$ cat config.mk
export PLATFORM = sky130hd
export DESIGN_NAME = uart_16550_rx_deser
export DESIGN_NICKNAME = d
export VERILOG_FILES = /design/src/rtl/uart_16550_pkg.sv /design/src/rtl/uart_16550_rx_deser.sv
export SDC_FILE = /design/constraint.sdc
export NUM_CORES = 1
export LEC_CHECK = 0
export CORE_MARGIN = 2
export CORE_UTILIZATION = 51
export DETAILED_ROUTE_END_ITERATION = 10
export GPL_TIMING_DRIVEN = 0
export PLACE_DENSITY = 0.76
export SYNTH_ARGS = -nofsm -noshare
export SYNTH_HDL_FRONTEND = slang
export SYNTH_SLANG_ARGS = --single-unit
$ cat constraint.sdc
create_clock -name clk -period 2.4 [get_ports clk]
set_clock_uncertainty 0.2 [all_clocks]
set_input_delay 0.72 -clock clk [delete_from_list [all_inputs] [get_ports clk]]
set_output_delay 0.72 -clock clk [all_outputs]
set_load 0.05 [all_outputs]
$ cat src/rtl/uart_16550_pkg.sv
// Shared definitions for the 16550 UART core receive path.
//   rx_state_t      : receive deserializer FSM states
//   WLS_5..WLS_8    : word length select encodings (LCR[1:0])
//   expected_parity : parity bit a well-formed frame must carry
package uart_16550_pkg;

  typedef enum logic [2:0] {
    IDLE   = 3'd0,
    START  = 3'd1,
    DATA   = 3'd2,
    PARITY = 3'd3,
    STOP   = 3'd4,
    BREAK  = 3'd5
  } rx_state_t;

  localparam logic [1:0] WLS_5 = 2'd0;
  localparam logic [1:0] WLS_6 = 2'd1;
  localparam logic [1:0] WLS_7 = 2'd2;
  localparam logic [1:0] WLS_8 = 2'd3;

  // Stick parity forces the bit to ~eps; otherwise even parity carries the
  // XOR of the data bits and odd parity carries its inverse.
  function automatic logic expected_parity(
    input logic [7:0] data,
    input logic [1:0] wls,
    input logic       eps,
    input logic       stick
  );
    logic [7:0] mask;
    mask = 8'hFF >> (2'd3 - wls);
    if (stick) return ~eps;
    if (eps) return ^(data & mask);
    return ~(^(data & mask));
  endfunction

endpackage

$ cat src/rtl/uart_16550_rx_deser.sv
// Receive deserializer of the 16550 UART core.
// Samples the (optionally looped-back) serial line at 16x oversampling,
// assembles 5..8 bit characters with optional parity, and hands each one to
// the RX FIFO together with parity / framing / break status.
// Ports:
//   clk, rst_n          : core clock, asynchronous active-low reset
//   baud_tick           : 16x baud strobe, one clk wide
//   rx_enable           : receiver enable, 0 forces IDLE and drops the frame
//   cfg_wls/pen/eps/stick : line control, latched at each start bit
//   loopback_en/tx      : internal loopback source select and line
//   uart_rx             : asynchronous serial pin
//   rx_fifo_full        : RX FIFO full
//   rx_push, rx_data, rx_pe, rx_fe, rx_bi : character push and its status
//   rx_overrun          : one-cycle pulse when a character is dropped
//   rx_busy             : FSM is not IDLE
// Handshake: rx_push is a one-cycle strobe with no back-pressure; when the
// FIFO reports full in that cycle the character is dropped and rx_overrun
// pulses instead. rx_data/pe/fe/bi are valid while rx_push is high and hold
// that value until the next push.
module uart_16550_rx_deser
  import uart_16550_pkg::*;
#(
  parameter int SYNC_STAGES = 2,
  parameter int OVERSAMPLE  = 16
) (
  input  logic       clk,
  input  logic       rst_n,
  input  logic       baud_tick,
  input  logic       rx_enable,
  input  logic [1:0] cfg_wls,
  input  logic       cfg_pen,
  input  logic       cfg_eps,
  input  logic       cfg_stick,
  input  logic       loopback_en,
  input  logic       loopback_tx,
  input  logic       uart_rx,
  input  logic       rx_fifo_full,
  output logic       rx_push,
  output logic [7:0] rx_data,
  output logic       rx_pe,
  output logic       rx_fe,
  output logic       rx_bi,
  output logic       rx_overrun,
  output logic       rx_busy
);

  localparam int CW = $clog2(OVERSAMPLE);
  localparam logic [CW-1:0] MID_CNT = CW'(OVERSAMPLE / 2 - 1);
  localparam logic [CW-1:0] END_CNT = CW'(OVERSAMPLE - 1);

  // Line select and synchronizer; flops idle at mark so reset never looks
  // like a start bit.
  logic                   line;
  logic [SYNC_STAGES-1:0] sync_q;
  logic                   rxs;

  assign line = loopback_en ? loopback_tx : uart_rx;
  assign rxs  = sync_q[SYNC_STAGES-1];

  always_ff @(posedge clk or negedge rst_n) begin
    if (!rst_n) sync_q <= '1;
    else        sync_q <= {sync_q[SYNC_STAGES-2:0], line};
  end

  rx_state_t     state;
  logic [CW-1:0] tcnt;
  logic [2:0]    idx;
  logic [2:0]    last_idx;
  logic [7:0]    shift;
  logic [1:0]    f_wls;
  logic          f_pen, f_eps, f_stick;
  logic          par_q, pe_q, done_q;
  logic [7:0]    frm_data;
  logic          frm_pe, frm_fe, frm_bi;
  logic [7:0]    hold_data;
  logic          hold_pe, hold_fe, hold_bi;
  logic          tcnt_end;
  logic          stop_brk;

  assign tcnt_end = (tcnt == END_CNT);

  // Break: every sampled bit of the frame was space, including the stop bit.
  assign stop_brk = (shift == 8'h00) & ~par_q & ~rxs;

  always_comb begin
    last_idx = 3'd7;
    unique case (f_wls)
      WLS_5: last_idx = 3'd4;
      WLS_6: last_idx = 3'd5;
      WLS_7: last_idx = 3'd6;
      WLS_8: last_idx = 3'd7;
    endcase
  end

  always_ff @(posedge clk or negedge rst_n) begin
    if (!rst_n) begin
      state    <= IDLE;
      tcnt     <= '0;
      idx      <= '0;
      shift    <= '0;
      f_wls    <= '0;
      f_pen    <= 1'b0;
      f_eps    <= 1'b0;
      f_stick  <= 1'b0;
      par_q    <= 1'b0;
      pe_q     <= 1'b0;
      done_q   <= 1'b0;
      frm_data <= '0;
      frm_pe   <= 1'b0;
      frm_fe   <= 1'b0;
      frm_bi   <= 1'b0;
    end else begin
      done_q <= 1'b0;
      if (!rx_enable) begin
        state <= IDLE;
        tcnt  <= '0;
      end else if (baud_tick) begin
        unique case (state)
          IDLE: begin
            if (!rxs) begin
              state   <= START;
              tcnt    <= '0;
              f_wls   <= cfg_wls;
              f_pen   <= cfg_pen;
              f_eps   <= cfg_eps;
              f_stick <= cfg_stick;
            end
          end
          START: begin
            if (tcnt == MID_CNT) begin
              // From here on tcnt==END_CNT lands in the middle of each bit.
              if (rxs) begin
                state <= IDLE;
              end else begin
                state <= DATA;
                tcnt  <= '0;
                idx   <= '0;
                shift <= '0;
                par_q <= 1'b0;
                pe_q  <= 1'b0;
              end
            end else begin
              tcnt <= tcnt + 1'b1;
            end
          end
          DATA: begin
            tcnt <= tcnt_end ? '0 : tcnt + 1'b1;
            if (tcnt_end) begin
              shift[idx] <= rxs;
              if (idx == last_idx) state <= f_pen ? PARITY : STOP;
              else                 idx   <= idx + 1'b1;
            end
          end
          PARITY: begin
            tcnt <= tcnt_end ? '0 : tcnt + 1'b1;
            if (tcnt_end) begin
              par_q <= rxs;
              pe_q  <= rxs ^ expected_parity(shift, f_wls, f_eps, f_stick);
              state <= STOP;
            end
          end
          STOP: begin
            tcnt <= tcnt_end ? '0 : tcnt + 1'b1;
            if (tcnt_end) begin
              frm_data <= shift;
              frm_pe   <= pe_q;
              frm_fe   <= ~rxs;
              frm_bi   <= stop_brk;
              done_q   <= 1'b1;
              // Returning to IDLE at mid-stop lets a start bit that follows
              // immediately be caught.
              state    <= stop_brk ? BREAK : IDLE;
            end
          end
          BREAK: begin
            if (rxs) state <= IDLE;
          end
          default: state <= IDLE;
        endcase
      end
    end
  end

  // The full/overrun decision uses rx_fifo_full as seen in the push cycle.
  assign rx_push    = done_q & ~rx_fifo_full;
  assign rx_overrun = done_q & rx_fifo_full;
  assign rx_busy    = (state != IDLE);

  always_ff @(posedge clk or negedge rst_n) begin
    if (!rst_n) begin
      hold_data <= '0;
      hold_pe   <= 1'b0;
      hold_fe   <= 1'b0;
      hold_bi   <= 1'b0;
    end else if (rx_push) begin
      hold_data <= frm_data;
      hold_pe   <= frm_pe;
      hold_fe   <= frm_fe;
      hold_bi   <= frm_bi;
    end
  end

  // Status follows the new character during the push cycle, then holds.
  assign rx_data = rx_push ? frm_data : hold_data;
  assign rx_pe   = rx_push ? frm_pe   : hold_pe;
  assign rx_fe   = rx_push ? frm_fe   : hold_fe;
  assign rx_bi   = rx_push ? frm_bi   : hold_bi;

endmodule

; Word-level counts from Yosys, hierarchy flattened
; Cells that the tools add are included.
[word_totals]
out_inout_bits = 14
mem_bits_rw = 0
input_bits = 13
memories = 0
latch_bits = 0
reg_bits = 50
rom_bits = 0
wordCells = 144
[classes]
multipliers = 0
bitwise_logic = 11
n_eq_ne = 25
n_lt_le_gt_ge = 2
n_mux = 66
reduce_logical = 16
n_shift = 1
add_sub_neg = 3
div_mod_pow = 0
[op_table]
columns = cell, count
row1 = $mux 3, 15
row2 = $mux 1, 32
row3 = $mux 8, 4
row4 = $ne 3x3->1 const B, 7
row5 = $mux 4, 5
row6 = $pmux 3 s6, 1
row7 = $pmux 8 s2, 1
row8 = $ne 2x2->1 const B, 6
row9 = $pmux 3 s4, 1
row10 = $pmux 4 s3, 1
row11 = $reduce_and 6->1, 2
row12 = $and 8x8->8, 1
row13 = $bwmux 8, 1
row14 = $logic_not 8->1, 1
row15 = $reduce_and 4->1, 2
row16 = $reduce_and 8->1, 1
row17 = $reduce_xor 8->1, 1
row18 = $shr 8x2->8 const A, 1
row19 = $reduce_and 7->1, 1
row20 = $eq 3x2->1 const B, 2
row21 = $eq 3x3->1 const B, 2
row22 = $pmux 3 s2, 1
row23 = $not 1->1, 5
row24 = $add 4x1->4 const B, 1
row25 = 23 further kinds, 29

; Depth between registers and ports, before layout
[logic_depth]
word_depth = 19
depth_mapped = 7
ltp_nobuf = 7

; Worst setup path after synthesis
; No wires, ideal clock.
[synth_timing]
path_type = input port to output port
start = in rx_fifo_full
end = out rx_data[0]
n_path_buf = 1
arrival_ns = 2.156
path_slack_ns = -0.676
required_ns = 1.480
path_stages = 3
cell_sequence = nor2b_1 -> clkbuf_1 -> mux2_2
[synth_via]
elab_chain_len = 3
[synth_rtl]
columns = element, line_no
row1 = start: declaration, uart_16550_rx_deser.sv:37  ; input logic rx_fifo_full,
row2 = $not 1->1, uart_16550_rx_deser.sv:185  ; assign rx_push = done_q & ~rx_fifo_full;
row3 = $and 1x1->1, uart_16550_rx_deser.sv:185
row4 = via rx_push, uart_16550_rx_deser.sv:38  ; output logic rx_push,
row5 = $mux 8, uart_16550_rx_deser.sv:204  ; assign rx_data = rx_push ? frm_data : hold_data;
row6 = end: declaration, uart_16550_rx_deser.sv:39  ; output logic [7:0] rx_data,
; The timed path passes the listed nets, and every way through them passes these cells.

; Final worst setup path
[layout_timing]
start = in rx_fifo_full
end = out rx_data[7]
[layout_via]
elab_chain_len = 3
[layout_rtl]
columns = element, line_no
row1 = $not 1->1, uart_16550_rx_deser.sv:185
row2 = $and 1x1->1, uart_16550_rx_deser.sv:185
row3 = $mux 8, uart_16550_rx_deser.sv:204
; No other way between the ends.

==> impl_results.md <==
* Die height at 75.4 um
* Final Non-Filler Cells at between 300 and 400
* Worst Setup Start Kind: input pin
* Total congestion overflow at 0
* Hold wc startpoint: sync_q[0]
* Final design utilization at ~67%
* Reg-to-reg critical path endpoint: state[2]
* Initial DRC Count at roughly 160
* Vias at 2081
* Failing checks: setup timing
* DRC Markers at 0
* Power, Total at 0.00191 W
* Reg-to-reg startpoint: tcnt[1]
* Hold Path Cell Cnt at 0
* Post-synthesis cell area at 2600 um^2
* Total leakage power at 1.45 nW
* Fin nets at 318
* Top-area cell type share of the netlist area at 46.2%
* Worst-case clock buffer depth at 2
* I/O pins at 27
* Crit. End Element: primary output
* Post-synth EDFFs at 0
* Min-delay worst type: flop to flop
* Synth Flop Type: dfrtp_1
* Die X at 75.4 um
* Crit path DAT at between 1.5 and 2 ns
* Register bit total from synthesis at 50
* CTS tree: done
* Port Buffer Count at 26
* Post-cts hold buffer count at 0
* Routability cong. at between 0.8 and 0.9
* Clock slew at reported path FFs at roughly 0.090 ns
* Dpl ws at -1.12 ns
* PD cells at 592 nW/um^2
* CTS H-Tree Depth at 2
* Worst rel slew slack at 61.7%
* Register area share after synthesis at 48.2%
* Worst VDD drop at 0.000443 V
* Number of global-route vias before repair at ~2k
* Fill cell count at 395
* Final period utilization at 107%
* Final Hold Vio Count at 0
* Max-cap viol count at 0
* RSZ-0062 raised after global routing: yes
* Worst Hold Path EP: sync_q[1]
* Mapped Avg Cell Area at 9.96 um^2
* Placed cells at 355
* Number of nets with antenna violations after routing at 0
* Critical Path Fanout Max at 5
* Post-synth ARST share at 100%
* Cell Area, Placed at 3020 um^2
* Synth Instances at 261
* Core Box Area at 4820 um^2
* Final WS setup at -0.169 ns
* Post-synth top area cell: dfrtp_1
* Reg2reg setup slack at 0.17 ns
* Initial antenna violation count at 0
* GRT Util Overall at 22.0%
* Critical path type: input pin to primary output
* Critical Path RT at 1.48 ns
* DRT Pass-1 Iters at 4
* Count leader, synth: dfrtp_1
* Total Wirelength at approximately 5600 um
* Largest net degree at the start of global routing at 28
* YS warnings at 0
* Avg WL per Cell at 15.3 um
* # rows at 25
* Slew Limit Fails at 0
* Vias per cell at 5.64
* DIE AREA at 5690 um^2
* Hpwl dp at 3980 um
* CTS Buf Count at 5
* Layout cells sized above 1 at between 20% and 30%
* Area Growth Syn to Fin at 24.2%
* Clk_lat worst skew at slightly above 0.3 ns
* Area contributors post-synth: dfrtp_1, nand2_1, mux2_2, o21ai_1, a31oi_1
* Actual slew at the worst max-slew pin at 0.574 ns
* # diodes at 0
* Initial Util at 54.0%
* F_max at roughly 390 MHz
* R2R depth at 6
* Netlist cell types at between 50 and 60
* Num Clock Sinks at 50
* Final setup vio count at 11
* Syn_nets at 278
* Post-synth top cells: dfrtp_1, nand2_1, o21ai_1
* Min Tclk post-route at 2.57 ns
* First-pass GRT wire length at 9290 um
* Status: finished with violations
* Post-route design area at between 3000 and 4000 um^2
* CTS Root Cell: clkbuf_8
==> where the power goes <==
part	internal, W	total, W	switching, W
Clock	0.000343	0.000642	0.000299
Combinational	0.000136	0.000326	0.000191
Sequential	0.000899	0.000941	0.0000424
==> per-layer routing <==
layer	GRT usage, %	vias to the layer above	share of wire [%]
li1	-	1021	-
met1	27.7	984	43
met2	37.7	67	50
met3	4.76	9	5.6
met4	7.80	0	1.6
met5	0	-	0
==> sequential cells by signal, summed over array words and instances (netlist names), 2 cells and up <==
register,flops
hold_data,8
frm_data,8
tcnt,4
sync_q,2
shift,8
state,3
idx,3
f_wls,2
==> how the worst max path moves through the flow <==
| stage | slack, ns | to | startpoint |
|---|---|---|---|
| 2_1_floorplan | 0.02 | rx_data[0] | rx_fifo_full |
| 3_3_place_gp | -1.07 | rx_data[0] | rx_fifo_full |
| 3_5_place_dp | -1.12 | rx_data[1] | rx_fifo_full |
| 4_1_cts | -0.17 | rx_fe | rx_fifo_full |
| 5_1_grt | -0.20 | rx_fe | rx_fifo_full |
| 6_report | -0.17 | rx_data[7] | rx_fifo_full |
==> per-stage QoR <==
| stage | hold slack [ns] | setup TNS, ns |
|---|---|---|
| 2_1_floorplan | 0.145 | 0 |
| 3_3_place_gp | 0.147 | -73.39 |
| 3_5_place_dp | 0.148 | -23.66 |
| 4_1_cts | 0.161 | -1.71 |
| 5_1_grt | 0.167 | -1.98 |
| 6_report | 0.160 | -1.68 |
==> logic make-up after synthesis <==
logic type / after synthesis / synth area share (%)
AND/OR/NAND/NOR: 91 / 18.7
AO/OA/AOI/OAI: 66 / 16.4
flip-flops: 50 / 48.2
buffers and inverters: 27 / 5.34
multiplexers: 17 / 7.36
XOR/XNOR: 6 / 2.02
adder cells (fa/ha/maj): 4 / 1.93
==> area by class of cell <==
type                       count  area [um^2]  share of cell area (%)
multi-input combinational    184         1260                    39.2
sequential                    50         1250                    38.9
timing repair buffer          33          343                    10.6
buffer                        14          111                    3.45
tap                           67         83.8                    2.60
clock buffer                   6         82.6                    2.56
inverter                      13         48.8                    1.51
clock inverter                 2         38.8                    1.20
==> timing repair <==
item	4_1_cts	5_1_grt
cloned	1	0
buffers inserted	3	2
resized for setup	100	2
pin swaps	1	1
endpoints found under the setup margin	27	28
==> worst max-delay path, stage by stage <==
cell and delay [ns]:
buf_6 0.10, nor2b_4 0.17, clkbuf_8 0.19, mux2_4 0.31, buf_6 0.15
==> cells in the final DEF (no fill, tap or decap), types with 6 or more instances in the layout <==
cell,n
inv_1,12
a31oi_1,9
o21ai_0,8
nand2_1,39
clkdlybuf4s50_1,9
mux2_4,10
buf_6,11
buf_4,6
o21ai_1,21
dfrtp_1,47
o31ai_1,7
buf_2,10
clkbuf_8,9
nor2_1,12
(Power assumes the default switching activity.)
